**src/rtl/alu_pipe.sv**
```systemverilog
// Two-stage valid/ready ALU pipeline: s1 holds operands, s2 holds result and flags.
// Optional macro ALU_PIPE_MUL_EN adds an unsigned multiply on opcode 1000.
module alu_pipe #(
  parameter int WIDTH = 8
) (
  input  logic             clk,
  input  logic             rst_n,
  input  logic             in_valid,
  output logic             in_ready,
  input  logic [WIDTH-1:0] a,
  input  logic [WIDTH-1:0] b,
  input  logic [3:0]       opcode,
  output logic             out_valid,
  input  logic             out_ready,
  output logic [WIDTH-1:0] out,
  output logic             cout,
  output logic             zero,
  output logic             neg,
  output logic             ovf,
  output logic             illegal
);

  localparam logic [3:0] OP_ADD  = 4'b1111;
  localparam logic [3:0] OP_SUB  = 4'b1110;
  localparam logic [3:0] OP_AND  = 4'b0111;
  localparam logic [3:0] OP_OR   = 4'b0110;
  localparam logic [3:0] OP_NOT  = 4'b0100;
  localparam logic [3:0] OP_XOR  = 4'b0101;
  localparam logic [3:0] OP_SHL  = 4'b0001;
  localparam logic [3:0] OP_SHR  = 4'b0010;
  localparam logic [3:0] OP_PASS = 4'b0011;
`ifdef ALU_PIPE_MUL_EN
  localparam logic [3:0] OP_MUL  = 4'b1000;
`endif

  logic             s1_valid_q, s1_valid_d;
  logic [WIDTH-1:0] a_q, b_q;
  logic [3:0]       op_q;

  logic             s2_valid_q, s2_valid_d;
  logic [WIDTH-1:0] out_q, res_d;
  logic             cout_q, cout_d;
  logic             zero_q, neg_q;
  logic             ovf_q, ovf_d;
  logic             ill_q, ill_d;

  logic             s2_load, s1_adv, accept;
  logic [WIDTH:0]   sum_add, sum_sub;

  // in_ready looks through to out_ready; there is no skid buffer.
  assign s2_load  = !s2_valid_q || out_ready;
  assign s1_adv   = s1_valid_q && s2_load;
  assign in_ready = !s1_valid_q || s2_load;
  assign accept   = in_valid && in_ready;

  assign s1_valid_d = accept ? 1'b1 : (s1_adv ? 1'b0 : s1_valid_q);
  assign s2_valid_d = s2_load ? s1_valid_q : s2_valid_q;

  assign sum_add = {1'b0, a_q} + {1'b0, b_q};
  assign sum_sub = {1'b0, a_q} + {1'b0, ~b_q} + {{WIDTH{1'b0}}, 1'b1};

`ifdef ALU_PIPE_MUL_EN
  logic [2*WIDTH-1:0] prod;
  assign prod = {{WIDTH{1'b0}}, a_q} * {{WIDTH{1'b0}}, b_q};
`endif

  always_comb begin
    res_d  = '0;
    cout_d = 1'b0;
    ovf_d  = 1'b0;
    ill_d  = 1'b0;
    case (op_q)
      OP_ADD: begin
        res_d  = sum_add[WIDTH-1:0];
        cout_d = sum_add[WIDTH];
        ovf_d  = (a_q[WIDTH-1] == b_q[WIDTH-1]) && (sum_add[WIDTH-1] != a_q[WIDTH-1]);
      end
      OP_SUB: begin
        res_d  = sum_sub[WIDTH-1:0];
        cout_d = sum_sub[WIDTH];
        ovf_d  = (a_q[WIDTH-1] != b_q[WIDTH-1]) && (sum_sub[WIDTH-1] != a_q[WIDTH-1]);
      end
      OP_AND:  res_d = a_q & b_q;
      OP_OR:   res_d = a_q | b_q;
      OP_NOT:  res_d = ~a_q;
      OP_XOR:  res_d = a_q ^ b_q;
      OP_SHL: begin
        res_d  = {a_q[WIDTH-2:0], 1'b0};
        cout_d = a_q[WIDTH-1];
      end
      OP_SHR: begin
        res_d  = {1'b0, a_q[WIDTH-1:1]};
        cout_d = a_q[0];
      end
      OP_PASS: res_d = a_q;
`ifdef ALU_PIPE_MUL_EN
      OP_MUL: begin
        res_d  = prod[WIDTH-1:0];
        cout_d = |prod[2*WIDTH-1:WIDTH];
      end
`endif
      default: ill_d = 1'b1;
    endcase
  end

  always_ff @(posedge clk or negedge rst_n) begin
    if (!rst_n) begin
      s1_valid_q <= 1'b0;
      a_q        <= '0;
      b_q        <= '0;
      op_q       <= '0;
    end else begin
      s1_valid_q <= s1_valid_d;
      if (accept) begin
        a_q  <= a;
        b_q  <= b;
        op_q <= opcode;
      end
    end
  end

  always_ff @(posedge clk or negedge rst_n) begin
    if (!rst_n) begin
      s2_valid_q <= 1'b0;
      out_q      <= '0;
      cout_q     <= 1'b0;
      zero_q     <= 1'b1;
      neg_q      <= 1'b0;
      ovf_q      <= 1'b0;
      ill_q      <= 1'b0;
    end else begin
      s2_valid_q <= s2_valid_d;
      if (s1_adv) begin
        out_q  <= res_d;
        cout_q <= cout_d;
        zero_q <= (res_d == '0);
        neg_q  <= res_d[WIDTH-1];
        ovf_q  <= ovf_d;
        ill_q  <= ill_d;
      end
    end
  end

  assign out_valid = s2_valid_q;
  assign out       = out_q;
  assign cout      = cout_q;
  assign zero      = zero_q;
  assign neg       = neg_q;
  assign ovf       = ovf_q;
  assign illegal   = ill_q;

endmodule

```
**config.mk**
```make
export PLATFORM = sky130hd
export DESIGN_NAME = alu_pipe
export DESIGN_NICKNAME = d
export VERILOG_FILES = /design/src/rtl/alu_pipe.sv
export SDC_FILE = /design/constraint.sdc
export NUM_CORES = 1
export LEC_CHECK = 0
export CELL_PAD_IN_SITES_DETAIL_PLACEMENT = 1
export CELL_PAD_IN_SITES_GLOBAL_PLACEMENT = 2
export CORE_UTILIZATION = 36
export DETAILED_ROUTE_END_ITERATION = 16
export GPL_TIMING_DRIVEN = 0
export PLACE_DENSITY_LB_ADDON = 0.12
export SLEW_MARGIN = 20
export SYNTH_ARGS = -nofsm -noshare
export SYNTH_HDL_FRONTEND = slang
export SYNTH_SLANG_ARGS = --single-unit
```
**constraint.sdc**
```tcl
create_clock -name clk -period 8.1 [get_ports clk]
set_input_delay 1.62 -clock clk [delete_from_list [all_inputs] [get_ports clk]]
set_output_delay 1.62 -clock clk [all_outputs]
set_load 0.01 [all_outputs]
```
==> key figures <==
Run status
  • Result of the run: finished, final reports clean

Clocking
  • CTS clk-pin slew, worst paths: 0.07 ns
  • Hold Buf Count CTS: 0
  • CTS buffer count: 5
  • Clock sink total: 34
  • Post-CTS setup repair buffer count: 0
  • H-tree depth: 2
  • Skew-Pair Late Insertion Delay: 0.30 ns
  • Post-cts gate resize count: 0
  • CTS max path bufs: 2
  • Clock root cell: clkbuf_8
  • CTS tree: built

Detailed routing
  • DRC: 0
  • Initial DRC Count: 95
  • Drt pass-1 iters: 4
  • Routed vias/inst: 5.42
  • Wire length per cell: 17.8 um
  • Detailed Route WL: 8080 um
  • Via count: 2462
  • Antenna viol nets, final: 0

Synth
  • EDFF count, synth: 0
  • Post-synth top area share: 29.9%
  • Post-synth top cells: dfrtp_1, nand2_1, inv_1
  • Main combinational cell family by area after synthesis: compound AO/OA/AOI/OAI gates
  • Number of synthesized register bits: 34
  • Most common cell in the netlist: dfrtp_1
  • Post-Synthesis Cell Area: 2760 sq um
  • Number of library cell types mapped by synthesis: 58
  • Mux cell area share after synthesis: 13.2%
  • Post-synth top flop: dfrtp_1
  • Ranking of synthesized cells by area: dfrtp_1, ha_1, mux2_2, o21ai_0, nand2_1
  • Synthesized area per cell: 8.96 sq um
  • Syn nets: 358
  • Synth Instances: 308
  • Syn. warnings: 0
  • Synth async-reset ratio: 100%
  • Post-Synth Adder-Cell Area: 12.3%
  • Post-Synth XOR/XNOR Area: 1.27%
  • Synth Area in Compound Gates: 20.3%
  • Simple-Gate Fraction of Synth Area: 14.9%
  • Seq/Total Area, Yosys: 30.9%
  • Synth area leader: dfrtp_1

STA
  • Fin. max-slew vios: 0
  • Slew @ Worst Pin: 0.796 ns
  • RSZ-0062 raised after global routing: no
  • Final Skew: 0.0105 ns
  • Final setup violation count: 0
  • Worst slew margin: 46.9%
  • Fin Setup TNS: 0 ns
  • Crit share post-route: 54.2%
  • Hold Vio Cnt, Final: 0
  • Fmax: 228 MHz
  • Final Critical Period: 4.39 ns
  • Worst Setup Slack, final: 3.71 ns

Die
  • Row count: 31
  • I/O pin total: 39
  • Chip height: 89.5 um
  • Die area: 8020 sq um
  • Die width: 89.5 um
  • Core area: 7330 sq um
  • Initial Util: 37.6%

Placement
  • Routability cong.: 0.866
  • Place WS: 3.71 ns
  • PortBufs: 38
  • Area after DPL: 3290 sq um
  • HPWL Detailed: 6370 um

Worst hold path
  • Hold/Removal Path Class: reg -> reg
  • WHS Path Cells: 2

Worst setup path
  • CP dominant cell by count: clkdlybuf4s50_1
  • Req. time, crit path: 6.48 ns
  • Critical path, cell by cell: clkdlybuf4s50_1 > nand3b_1 > clkdlybuf4s50_1
  • Worst Reg2Reg Path Length in Cells: 9
  • Startpoint Class: input pin
  • Crit Path Class: in -> out
  • Critical path arrival: 2.77 ns
  • CP peak stage delay: 0.55 ns
  • Slowest cell on the critical path: clkdlybuf4s50_1
  • Worst setup EP type: output pin
  • Worst Path Max Fanout: 3

Global route
  • All-Layer GR Usage: 22.0%
  • First-pass GRT wire length: 12900 um
  • Antenna violations before repair: 0
  • Vias in the first global route: 2403
  • Largest net degree at the start of global routing: 19
  • Grt ovf: 0

Power
  • Leakage: 0.00145 uW
  • Worst vdd ir: 0.0000716 V
  • PD cells: 217 nW/um^2

Cells and area
  • Area grow syn2layout: 22.4%
  • Nets: 404
  • Post-route design area: 3380 sq um
  • Fin util: 46.1%
  • Ant diodes: 0
  • Share of layout cells above drive strength 1: 13.2%

Job
  • Number of max-cap violations: 0
-- registers in the layout, indices dropped and copies added (netlist names) --
register and cells:
a_q 8, b_q 8, out 8, op_q 4
cout 1, illegal 1, out_valid 1, ovf 1
s1_valid_q 1, zero 1
-- cell families after synthesis --
family | after synthesis
adders and majority gates | 26
buffers and inverters | 47
and+or+nand+nor | 83
xor gates and xnor gates | 4
muxes | 30
DFF | 34
AOI/OAI and AO/OA | 84
-- stage by stage --
stage                     std cells  hold slack (ns)  power, uW
after global routing            454            0.515        787
final                           454            0.478        732
after CTS                       454            0.488        739
after global placement          445            0.459        590
after detailed placement        446            0.472        598
after floorplan                 308            0.471        466
-- per-layer routing --
metal / share of wire [%] / vias to the layer above / track usage [%]
li1: - / 1186 / -
met1: 47 / 1205 / 28.9
met2: 48 / 59 / 37.3
met3: 3.8 / 12 / 3.51
met4: 1.6 / 0 / 6.35
met5: 0 / - / 0
-- critical path: cells and delay by family --
kind / cells / cell delay (ns)
buffers and inverters: 2 / 1.01
and+or+nand+nor: 1 / 0.14
-- cell usage in the layout (no fill, tap or decap), types with 5 or more instances in the layout --
cell type / netlist / layout
clkbuf_8: 0 / 6
clkdlybuf4s50_1: 0 / 37
a211oi_1: 8 / 8
mux2_2: 22 / 22
buf_2: 5 / 6
a21oi_1: 19 / 19
mux2i_1: 5 / 5
inv_1: 25 / 25
nor2b_1: 5 / 5
ha_1: 24 / 24
o21ai_0: 22 / 22
nor2_1: 17 / 17
nand2b_1: 5 / 5
dfrtp_1: 33 / 33
clkbuf_1: 12 / 13
nand2_1: 29 / 29
-- final timing paths --
| path | to | slack [ns] | startpoint |
|---|---|---|---|
| min | out[3]$_DFFE_PN0P_ | 0.48 | out[3]$_DFFE_PN0P_ |
| min in group asynchronous | a_q[6]$_DFFE_PN0P_ | 1.28 | rst_n |
| max | in_ready | 3.71 | out_ready |
| min reg2reg | out[3]$_DFFE_PN0P_ | 0.48 | out[3]$_DFFE_PN0P_ |
| max in group asynchronous | zero$_DFFE_PN1P_ | 6.28 | rst_n |
| max reg2reg | zero$_DFFE_PN1P_ | 5.05 | a_q[1]$_DFFE_PN0P_ |
-- area by class of cell --
class,count,area [sq um]
clock buffer,7,86.3
buffer,22,100
tap,99,124
clock inverter,1,5.00
multi-input combinational,227,1710
fill,869,3950
inverter,25,93.8
sequential,34,852
timing repair buffer,39,403
-- where the power goes --
group	total [uW]	switching, uW	internal (uW)
Combinational	362	197	166
Clock	138	68.8	68.7
Sequential	232	30.3	202
(Power assumes the default switching activity.)
==> RTL change 1: new RTL, same settings <==
Change the parameter `WIDTH` from 8 to 9.
--- a/src/rtl/alu_pipe.sv
+++ b/src/rtl/alu_pipe.sv
@@ -1,7 +1,7 @@
 // Two-stage valid/ready ALU pipeline: s1 holds operands, s2 holds result and flags.
 // Optional macro ALU_PIPE_MUL_EN adds an unsigned multiply on opcode 1000.
 module alu_pipe #(
-  parameter int WIDTH = 8
+  parameter int WIDTH = 9
 ) (
   input  logic             clk,
   input  logic             rst_n,
Ports: changed (resized a, b and out); port bits go from 39 to 42. The function was not compared with the original's and may differ.
==> RTL change 1 against the unedited design <==
Cell count rose by 7.3%. Clock power rose by 28%. Design area rose by 12%. Global-route usage rose by 1.2 points. Critical path depth did not move. Utilization fell by 0.26 points. Power rose by 18%. Synthesized area rose by 12%. Hold slack improved by 13 ps. Sequential cell count rose by 3. Combinational power rose by 20%. Setup slack got worse by 12 ps. Routed wire length rose by 21%. Largest cell class unchanged. Largest power group unchanged.
==> RTL change 1: results (changes against the unedited design) <==
metric,value,unit,change
run status,"complete, no violations",,
CTS buffer count,5,,unchanged
# resized after CTS,0,,unchanged
post-DR vias/cell,5.77,,+6.5%
Arrival @ worst endpoint,2790,ps,+20 ps
HP Class,reg -> reg,,
Slew @ Worst Pin,886,ps,+90.2 ps
Seq/total area,24.5,%,-0.72 points
DP HPWL,7.37,mm,+16%
worst clock skew,6.25,ps,-4.26 ps
clock buf count,6,,-1
Logic inverters,29,,+16%
layout filler cell count,981,,+13%
signal buffers share of area,14.4,%,-0.50 points
Clock-cell share,3.18,%,+0.47 points
pre-CTS setup slack,3690,ps,-11.5 ps
Max Fanout on Critical Path,3,,unchanged
sum of negative setup slack,0,ps,unchanged
multi-input gate share of the layout cell area,51.6,%,+0.85 points
largest net degree at the start of global routing,20,,+1
commonest cells in the netlist,"dfrtp_1, inv_1, ha_1",,
Synth warnings,0,,unchanged
"top cells by area, synth","dfrtp_1, ha_1, mux2_2",,
CTS sink count,37,,+8.8%
"Seq/Total Area, Yosys",29.9,%,-0.96 points
DR pass1 iterations,4,,unchanged
core area,8260,sq um,+13%
WL/cell,20.1,um,+13%
Clock transition at path regs,80,ps,
first-pass GRT wire length,15.5,mm,+21%
Synth Net Count,387,,+8.1%
Global Route Usage Sum,23.2,%,+1.2 points
Non-CTS buffers,62,,+1.6%
vias in the first global route,2859,,+19%
VDD IR max,96.6,uV,+35%
layout cells sized above 1,14.4,%,+1.2 points
nets,436,,+7.9%
Synth Flop Type,dfrtp_1,,
post-synthesis cell type count,61,,+5.2%
postcts setup bufs,0,,unchanged
comb_multi_in,246,,+8.4%
Final GP Congestion,0.887,,+2.4%
IO buf count,41,,+7.9%
# H-tree levels,2,,unchanged
Iter 0 DRT Violations,182,,+92%
Leakage,0.00165,uW,+13%
[RTL change 1: worst max-delay path, stage by stage]
cell	delay (ps)
clkdlybuf4s50_1	460
nand3b_1	140
clkdlybuf4s50_1	560
[RTL change 1: stage by stage]
step | util, % | cells | instance area (sq um)
finish | 45.8 | 487 | 3780
global route | 45.8 | 487 | 3780
CTS | 45.8 | 487 | 3780
detailed placement | 44.3 | 479 | 3660
global placement | 44.1 | 478 | 3640
floorplan | - | 332 | 3100
[RTL change 1: metal layers]
layer  global-route usage, %  routed length [um]  vias up
met5                       0                   0        -
met4                    4.55                  71        0
met3                    3.46                 493        7
met2                    37.8                4650       71
met1                    32.4                4570     1430
li1                        -                   -     1304
[RTL change 1: kinds of logic (layout without fill, tap and decap cells)]
family / count (synthesis) / count (layout) / share of synthesized area [%]
XOR/XNOR: 5 / 5 / 1.41
flip-flops: 37 / 37 / 29.9
buffers and inverters: 49 / 99 / 7.11
multiplexers: 37 / 37 / 14.2
AND/OR/NAND/NOR: 93 / 93 / 16.0
adder cells (fa/ha/maj): 29 / 29 / 12.2
AO/OA/AOI/OAI: 82 / 82 / 19.2
[RTL change 1: worst paths after layout]
check | from | to | slack, ps | depth (start not counted)
worst max-delay path | out_ready | in_ready | 3690 | 3
worst min-delay path | out[7] | out[7] | 490 | 2
worst max register to register | a_q[0] | zero | 5120 | 11
worst min register to register | out[7] | out[7] | 490 | 2
max in group asynchronous | rst_n | zero | 6280 | 2
min in group asynchronous | rst_n | b_q[4] | 1270 | 1
[RTL change 1: where the power goes]
part | switching [uW] | leakage (uW) | total, uW | internal [uW]
clock network | 76.1 | 0.0000574 | 176 | 100
logic | 238 | 0.00115 | 433 | 194
registers | 32.2 | 0.000443 | 252 | 220
total | 346 | 0.00165 | 861 | 514
==> RTL change 2: new RTL, config.mk and constraints unchanged <==
Without the edit above. Make the reset (`rst_n`) synchronous in 2 clocked blocks.
--- a/src/rtl/alu_pipe.sv
+++ b/src/rtl/alu_pipe.sv
@@ -103,7 +103,7 @@
     endcase
   end
 
-  always_ff @(posedge clk or negedge rst_n) begin
+  always_ff @(posedge clk) begin
     if (!rst_n) begin
       s1_valid_q <= 1'b0;
       a_q        <= '0;
@@ -119,7 +119,7 @@
     end
   end
 
-  always_ff @(posedge clk or negedge rst_n) begin
+  always_ff @(posedge clk) begin
     if (!rst_n) begin
       s2_valid_q <= 1'b0;
       out_q      <= '0;
Function: differs if rst_n is asserted again (counterexample within 4 cycles, from zero or initial values and one cycle with rst_n low); with rst_n held inactive, the same outputs for 10 cycles.
==> RTL change 2 against the unedited design <==
Via count increased by 15%. Routed wire length increased by 12%. Sequential cell count unchanged. Setup slack got worse by 150 ps. Design area decreased by 0.15%. Synthesized area increased by 0.50%. First-iteration DRC count increased by 72%. Utilization decreased by 0.068 points. Non-clock buffer count increased by 1. Largest cell class unchanged. Highest routed layer unchanged.
Power is not compared: it rests on default switching activity, and its combinational part moved more than twofold at a synthesized area within 25%.
==> RTL change 2: results (changes against the unedited design) <==
metric,value,unit,change
Arrival @ worst endpoint,2920,ps,+150 ps
mux cell area share after synthesis,2.53,%,-11 points
commonest cells in the netlist,"nand2_1, a21oi_1, dfxtp_1",,
metal2 WL,4.17,mm,+7.8%
DP HPWL,7.12,mm,+12%
worst reg2reg setup slack,5380,ps,+330 ps
"top cells by area, synth","dfxtp_1, ha_1, nand2_1",,
complex-gate fraction of the synthesized area,23.7,%,+3.4 points
vias in the first global route,2789,,+16%
Synth Flop Type,dfxtp_1,,
largest net degree at the start of global routing,12,,-7
xor/xnor share of the synthesized area,2.21,%,+0.94 points
worst clock skew,8.71,ps,-1.80 ps
placement-stage cell area,3280,sq um,-0.27%
hold_ws,469,ps,-9.55 ps
Async SR Flop Fraction,0,%,-100 points
Global Route Usage Sum,23.2,%,+1.2 points
Synth Net Count,422,,+18%
VDD IR max,89.9,uV,
Setup crit end,in_ready,,
pre-CTS setup slack,3560,ps,-151 ps
reg-to-reg startpoint,a_q[0],,
run status,"complete, no violations",,
layout filler cell count,918,,+5.6%
Iter 0 DRT Violations,163,,+72%
Max Fanout on Critical Path,5,,+2
"Seq/Total Area, Yosys",24.5,%,-6.3 points
post-synthesis cell type count,57,,-1.7%
Final GP Congestion,0.846,,-2.4%
Placed Cells,509,,+14%
reg-to-reg endpoint,zero,,
Hold Path Sink,cout,,
Synth Area in Adders,12.3,%,-0.061 points
GR Util met3,3.13,%,-0.38 points
M2 GR Usage,37.4,%,+0.11 points
WL/cell,17.5,um,-1.9%
Slew @ Worst Pin,561,ps,-235 ps
final std cells w/o fill,517,,+14%
Fmax,220,MHz,-3.3%
DRT met1 WL,4.36,mm,+15%
met3 WL,314,um,+2.3%
[RTL change 2: logic make-up (layout without fill, tap and decap cells)]
logic type	count (synthesis)	after routing
muxes	7	7
xor gates and xnor gates	7	7
AOI/OAI and AO/OA	100	100
buffers and inverters	47	93
and+or+nand+nor	151	151
adders and majority gates	26	26
DFF	34	34
[RTL change 2: power by group through the flow]
stage | combinational (uW) | sequential (uW) | clock [uW]
2_1_floorplan | 89.5 | 190 | 0
3_3_place_gp | 136 | 192 | 0
3_5_place_dp | 139 | 192 | 0
4_1_cts | 140 | 188 | 139
5_1_grt | 153 | 190 | 146
6_report | 140 | 188 | 136
[RTL change 2: area by class of cell]
type	count	area [sq um]	area share (%)
clock buffers	6	82.6	2.45
multi-input cells	291	1850	55.0
inverters	23	86.3	2.56
clock inverters	2	12.5	0.371
plain buffers	24	151	4.49
repair buffers	38	380	11.3
well taps	99	124	3.67
flip-flops and latches	34	681	20.2
